## config.mk

```make
export PLATFORM = sky130hd
export DESIGN_NAME = garbage_collector
export DESIGN_NICKNAME = d
export VERILOG_FILES = /design/src/rtl/garbage_collector.sv
export SDC_FILE = /design/constraint.sdc
export NUM_CORES = 1
export LEC_CHECK = 0
export CAP_MARGIN = 20
export CORE_UTILIZATION = 55
export CTS_BUF_LIST = sky130_fd_sc_hd__clkbuf_16
export CTS_CLUSTER_SIZE = 10
export DETAILED_ROUTE_END_ITERATION = 10
export MAX_ROUTING_LAYER = met4
export PLACE_DENSITY = 0.73
export SLEW_MARGIN = 25
export SYNTH_ARGS = -nofsm -noshare
export SYNTH_HDL_FRONTEND = slang
export SYNTH_SLANG_ARGS = --single-unit
```

## constraint.sdc

```tcl
create_clock -name CLK -period 11 [get_ports CLK]
set_input_delay 2.2 -clock CLK [delete_from_list [all_inputs] [get_ports CLK]]
set_output_delay 2.2 -clock CLK [all_outputs]
set_load 0.005 [all_outputs]
```

## src/rtl/garbage_collector.sv

```systemverilog
// Garbage-collection engine: tracks page validity and block usage, picks the
// least-valid used block, relocates its live pages, erases it and frees it.
module garbage_collector #(
    parameter int NBLK    = 16,
    parameter int PPB     = 8,
    parameter int LOW_WM  = 4,
    parameter int CRIT_WM = 1,
    localparam int BW = $clog2(NBLK),
    localparam int PW = $clog2(PPB),
    localparam int CW = $clog2(NBLK + 1)
) (
    input  logic          CLK,
    input  logic          nRST,
    input  logic          gc_ini,
    input  logic          gc_start,
    output logic          gc_request,
    output logic          gc_interrupt,
    output logic          req_done,
    input  logic [BW-1:0] active_blk,
    input  logic          blk_alloc,
    input  logic [BW-1:0] blk_alloc_id,
    input  logic          pg_wr,
    input  logic [BW-1:0] pg_wr_blk,
    input  logic [PW-1:0] pg_wr_page,
    input  logic          pg_inv,
    input  logic [BW-1:0] pg_inv_blk,
    input  logic [PW-1:0] pg_inv_page,
    output logic          mv_req,
    output logic [BW-1:0] mv_blk,
    output logic [PW-1:0] mv_page,
    input  logic          mv_ack,
    output logic          erase_req,
    output logic [BW-1:0] erase_blk,
    input  logic          erase_ack
);

    localparam logic [CW-1:0] LOW_C    = CW'(LOW_WM);
    localparam logic [CW-1:0] CRIT_C   = CW'(CRIT_WM);
    localparam logic [CW-1:0] FULL_C   = CW'(NBLK);
    localparam logic [BW-1:0] LAST_BLK = BW'(NBLK - 1);
    localparam logic [PW-1:0] LAST_PG  = PW'(PPB - 1);

    typedef enum logic [2:0] {IDLE, REQ, SCAN, MOVE, ERASE, DONE} state_t;

    state_t                     state_q, state_d;
    logic [NBLK-1:0][PPB-1:0]   valid_q, valid_d;
    logic [NBLK-1:0]            used_q, used_d;
    logic [CW-1:0]              free_cnt_q, free_cnt_d;
    logic [BW-1:0]              scan_idx_q, scan_idx_d;
    logic [BW-1:0]              victim_q, victim_d;
    logic [PW:0]                best_cnt_q, best_cnt_d;
    logic                       found_q, found_d;
    logic [PW-1:0]              page_ptr_q, page_ptr_d;
    logic                       mv_req_q, mv_req_d;
    logic                       erase_req_q, erase_req_d;
    logic                       gc_request_q, gc_request_d;
    logic                       gc_interrupt_q, gc_interrupt_d;

    logic                       alloc_ok;
    logic                       erase_done;
    logic                       advance;
    logic [PW:0]                scan_cnt;

    function automatic logic [PW:0] popcount(input logic [PPB-1:0] bits);
        logic [PW:0] cnt;
        cnt = '0;
        for (int i = 0; i < PPB; i++) begin
            cnt = cnt + (PW+1)'(bits[i]);
        end
        return cnt;
    endfunction

    // Bookkeeping runs in every state; the FSM layers relocation and erase on
    // top of it, and gc_ini finally overrides everything back to the init state.
    always_comb begin
        state_d        = state_q;
        valid_d        = valid_q;
        used_d         = used_q;
        scan_idx_d     = scan_idx_q;
        victim_d       = victim_q;
        best_cnt_d     = best_cnt_q;
        found_d        = found_q;
        page_ptr_d     = page_ptr_q;
        mv_req_d       = mv_req_q;
        erase_req_d    = erase_req_q;
        erase_done     = 1'b0;
        advance        = 1'b0;
        alloc_ok       = blk_alloc && !used_q[blk_alloc_id];
        scan_cnt       = popcount(valid_q[scan_idx_q]);

        if (pg_inv) valid_d[pg_inv_blk][pg_inv_page] = 1'b0;
        if (pg_wr)  valid_d[pg_wr_blk][pg_wr_page]   = 1'b1;
        if (alloc_ok) used_d[blk_alloc_id] = 1'b1;

        case (state_q)
            IDLE: begin
                if (free_cnt_q < LOW_C) state_d = REQ;
            end
            REQ: begin
                if (gc_start) begin
                    state_d    = SCAN;
                    scan_idx_d = '0;
                    found_d    = 1'b0;
                    best_cnt_d = '0;
                    victim_d   = '0;
                end
            end
            SCAN: begin
                if (used_q[scan_idx_q] && (scan_idx_q != active_blk) &&
                    (!found_q || (scan_cnt < best_cnt_q))) begin
                    found_d    = 1'b1;
                    victim_d   = scan_idx_q;
                    best_cnt_d = scan_cnt;
                end
                scan_idx_d = scan_idx_q + BW'(1);
                if (scan_idx_q == LAST_BLK) begin
                    page_ptr_d = '0;
                    state_d    = found_d ? MOVE : DONE;
                end
            end
            MOVE: begin
                // An outstanding request is never retracted, even if its page is invalidated.
                if (mv_req_q) begin
                    if (mv_ack) begin
                        mv_req_d = 1'b0;
                        valid_d[victim_q][page_ptr_q] = 1'b0;
                        advance  = 1'b1;
                    end
                end else if (valid_q[victim_q][page_ptr_q]) begin
                    mv_req_d = 1'b1;
                end else begin
                    advance = 1'b1;
                end
                if (advance) begin
                    if (page_ptr_q == LAST_PG) state_d = ERASE;
                    else page_ptr_d = page_ptr_q + PW'(1);
                end
            end
            ERASE: begin
                if (erase_req_q) begin
                    if (erase_ack) begin
                        erase_req_d       = 1'b0;
                        valid_d[victim_q] = '0;
                        used_d[victim_q]  = 1'b0;
                        erase_done        = 1'b1;
                        state_d           = DONE;
                    end
                end else begin
                    erase_req_d = 1'b1;
                end
            end
            DONE: begin
                state_d = IDLE;
            end
            default: state_d = IDLE;
        endcase

        free_cnt_d     = free_cnt_q - CW'(alloc_ok) + CW'(erase_done);
        gc_request_d   = (state_q == REQ);
        gc_interrupt_d = (free_cnt_q <= CRIT_C);

        if (gc_ini) begin
            state_d        = IDLE;
            valid_d        = '0;
            used_d         = '0;
            free_cnt_d     = FULL_C;
            scan_idx_d     = '0;
            victim_d       = '0;
            best_cnt_d     = '0;
            found_d        = 1'b0;
            page_ptr_d     = '0;
            mv_req_d       = 1'b0;
            erase_req_d    = 1'b0;
            gc_request_d   = 1'b0;
            gc_interrupt_d = 1'b0;
        end
    end

    always_ff @(posedge CLK or negedge nRST) begin
        if (!nRST) begin
            state_q        <= IDLE;
            valid_q        <= '0;
            used_q         <= '0;
            free_cnt_q     <= FULL_C;
            scan_idx_q     <= '0;
            victim_q       <= '0;
            best_cnt_q     <= '0;
            found_q        <= 1'b0;
            page_ptr_q     <= '0;
            mv_req_q       <= 1'b0;
            erase_req_q    <= 1'b0;
            gc_request_q   <= 1'b0;
            gc_interrupt_q <= 1'b0;
        end else begin
            state_q        <= state_d;
            valid_q        <= valid_d;
            used_q         <= used_d;
            free_cnt_q     <= free_cnt_d;
            scan_idx_q     <= scan_idx_d;
            victim_q       <= victim_d;
            best_cnt_q     <= best_cnt_d;
            found_q        <= found_d;
            page_ptr_q     <= page_ptr_d;
            mv_req_q       <= mv_req_d;
            erase_req_q    <= erase_req_d;
            gc_request_q   <= gc_request_d;
            gc_interrupt_q <= gc_interrupt_d;
        end
    end

    assign gc_request   = gc_request_q;
    assign gc_interrupt = gc_interrupt_q;
    assign req_done     = (state_q == DONE);
    assign mv_req       = mv_req_q;
    assign mv_blk       = mv_req_q ? victim_q : '0;
    assign mv_page      = mv_req_q ? page_ptr_q : '0;
    assign erase_req    = erase_req_q;
    assign erase_blk    = erase_req_q ? victim_q : '0;

endmodule

```

==> metrics.md <==
| Metric | Value |
|---|---|
| Critical path class | reg -> reg |
| Simple-gate share of the synthesized area | 13.8% |
| PostCTS Resize Cnt | 0 |
| Height of the chip | between 100 and 150 um |
| CP Data Required Time | 11.38 ns |
| Clk buf depth | 2 |
| Async set-or-reset flop fraction in the synthesized netlist | between 90% and 100% |
| Hold buffer count at CTS | 0 |
| Final Cycle Share | a little over half |
| Multiplexer share of the synthesized area | 17.8% |
| CP Capture Type | flip-flop |
| Hold depth | 1 |
| Vias in the first global route | between 10k and 15k |
| YS warnings | 0 |
| DRT Wirelength | 39.1 mm |
| R2R setup slack | 5.20 ns |
| H-tree depth | 4 |
| Worst Hold Launch | best_cnt_q[2] |
| Core ar. | a little under 20000 sq um |
| Nets@finish | ~1.1k |
| FP Rows | 51 |
| Via count | about 11k |
| Fin crit period | between 5 and 6 ns |
| Post-Syn Nets | roughly 1.1k |
| Worst r2r dst | best_cnt_q[3] |
| Unrepaired setup endpoints after global routing | no |
| GRT Util Overall | between 40% and 50% |
| Worst IR Drop VDD | between 0.1 and 0.15 mV |
| CTS clock-pin slew for the worst setup and hold paths | around 0.07 ns |
| Commonest cells after routing, fill and taps aside | nand2_1, dfrtp_1, o21ai_0 |
| Final hold slack | between 0.5 and 0.6 ns |
| Skew-Pair Late Insertion Delay | 0.46 ns |
| Hold Path Class | reg -> reg |
| CTS tree | done |
| Gr ovfl total | 0 |
| First-pass GRT wire length | about 60 mm |
| Synth area leader | dfrtp_1 |
| Skew final | around 0.014 ns |
| Yosys reg bits | about 170 |
| Largest family of logic cells by synthesized area | compound AO/OA/AOI/OAI gates |
| Peak Freq | around 170 MHz |
| Startpoint types | flip-flop |
| Die Area | ~21000 sq um |
| Port buffer count | 46 |
| R2R depth | 15 |
| CP Max Fanout | 42 |
| Synth-to-layout area growth | 10.8% |
| Initial core utilization | 56.5% |
| Synth area leaders | dfrtp_1, mux4_2, a221oi_1 |
| DRT Pass-1 Iters | 7 |
| Reg2reg start | scan_idx_q[0] |
| Adder-Cell Fraction of Synth Area | 2.82% |
| Measured slew at the worst slew-check pin | 1.15 ns |
| Clock buffer count from CTS | 17 |
| EDFF count, synth | 0 |
| Syn_area_per_cell | between 10 and 15 sq um |
| Placer Congestion | about 1 |
| DRC | 0 |
| CTS sink cnt | around 170 |
| Synth Area in XOR/XNOR | less than 1% |
| Complex-gate fraction of the synthesized area | 22.1% |
| Share of cells above drive strength 1 | between 10% and 20% |
| # setup viols final | 0 |
| Pins Over Slew Limit | 0 |
| Synth top area share | approximately 39% |
| Design Power | 0.00160 W |
| Initial DRC Count | around 1.8k |
| Hold Crit Endpoint | best_cnt_q[2] |
| Root Buffer | clkbuf_16 |
| Setup TNS | 0 ns |
| Post-synthesis instance total | about 1.1k |
| Netlist cell types | 65 |
| Initial antenna violation count | 1 |
| Sequential cell area fraction in the yosys report | 38.8% |
| Lkg Pwr | between 4 and 5 nW |
| Post-CTS Setup Inserts | 0 |
| Largest net degree at the start of global routing | 108 |
| Fin. Hold Viols | 0 |
| Die Width | around 140 um |
| Syn Std Cell Area | 11100 sq um |
| Dpl hpwl | 25.3 mm |
| Most common cell after layout, fill and taps aside | nand2_1 |
| Pwr dens | approximately 130 nW/um^2 |
| Antenna Nets Post-Route | 0 |
| Worst relative slew slack | between 20% and 30% |
| Critical Path AT | 6.18 ns |
| Status | finished clean |
| Via density per instance | between 7 and 8 |
| Ys flop type | dfrtp_1 |
| Top Ports | 47 |
| Max cap viols | 0 |
| Wire per inst | around 29 um |
==> critical path, stage by stage (launching register included) <==
cell,delay [ns]
dfrtp_2,0.34
buf_4,0.60
mux4_2,0.58
mux4_2,0.55
fa_1,0.57
fa_1,0.43
fa_1,0.45
ha_1,0.23
fa_1,0.57
ha_1,0.24
a21o_1,0.15
a21oi_1,0.14
nor2b_1,0.06
o21ai_0,0.26
and3_1,0.36
a22o_1,0.18
==> worst max path at each step <==
stage / cells past startpoint / slack, ns / from / end
floorplan: 18 / 5.20 / scan_idx_q[0] / victim_q[0]
global placement: 13 / 5.27 / blk_alloc_id[0] / free_cnt_q[4]
detailed placement: 15 / 5.18 / scan_idx_q[0] / best_cnt_q[3]
CTS: 15 / 5.18 / scan_idx_q[0] / best_cnt_q[3]
global route: 15 / 4.96 / scan_idx_q[0] / best_cnt_q[3]
finish: 15 / 5.20 / scan_idx_q[0] / best_cnt_q[3]
==> cell type report <==
class	instances	area [sq um]
fill	1659	7360
multi-input combinational	819	6410
sequential	172	4310
timing repair buffer	68	631
clock buffer	17	425
tap	265	332
clock inverter	15	125
inverter	15	56.3
antenna	1	2.50
==> synthesized netlist by cell type (5+ instances only) <==
library cell,number
a21oi_1,23
nand2_1,169
a221oi_1,128
and2_1,11
buf_2,9
buf_4,6
a31oi_1,7
o21ai_1,6
a211oi_1,15
buf_6,6
a22o_1,10
fa_1,5
nand2b_1,11
nor3_1,19
xor2_1,6
clkbuf_1,60
dfrtp_1,171
inv_1,14
nor2b_1,23
nand3_1,21
nor2_1,57
ha_1,17
mux2i_1,16
o21ai_0,137
mux4_2,69
and3_1,5
mux4_1,8
==> sequential cells by signal, summed over array words and instances (netlist names) <==
signal and flops:
used_q 16, scan_idx_q 4, found_q 1, page_ptr_q 3, best_cnt_q 4, erase_req 1, gc_interrupt 1, gc_request 1
victim_q 4, free_cnt_q 5, mv_req 1, state_q 3, valid_q 128
==> cell families after synthesis <==
| kind of cell | Yosys count |
|---|---|
| multiplexers | 98 |
| AND/OR/NAND/NOR | 337 |
| XOR/XNOR | 6 |
| AO/OA/AOI/OAI | 356 |
| flip-flops | 172 |
| adder cells (fa/ha/maj) | 22 |
| buffers and inverters | 99 |
==> through the flow <==
| stage | cells | utilization (%) | setup WS, ns | instance area, sq um |
|---|---|---|---|---|
| 4_1_cts | 1371 | 62.5 | 5.18 | 12300 |
| 5_1_grt | 1372 | 62.5 | 4.96 | 12300 |
| 3_5_place_dp | 1339 | 59.7 | 5.18 | 11700 |
| 6_report | 1372 | 62.5 | 5.20 | 12300 |
| 2_1_floorplan | 1090 | - | 5.20 | 11100 |
| 3_3_place_gp | 1339 | 59.5 | 5.27 | 11700 |
==> routing by layer <==
layer | vias to the layer above | global-route usage, % | routed length, um
met2 | 970 | 59.3 | 16800
li1 | 4261 | - | -
met4 | 0 | 21.2 | 2670
met5 | - | - | 0
met1 | 5110 | 51.4 | 13800
met3 | 212 | 13.4 | 5860
==> report_power, final <==
group | switching (W) | total, W | internal (W) | leakage, nW
clock | 0.000277 | 0.000588 | 0.000311 | 0.267
sequential | 0.0000280 | 0.000680 | 0.000652 | 2.38
combinational | 0.000218 | 0.000333 | 0.000115 | 1.89
total | 0.000523 | 0.00160 | 0.00108 | 4.54
(Power assumes the default switching activity.)
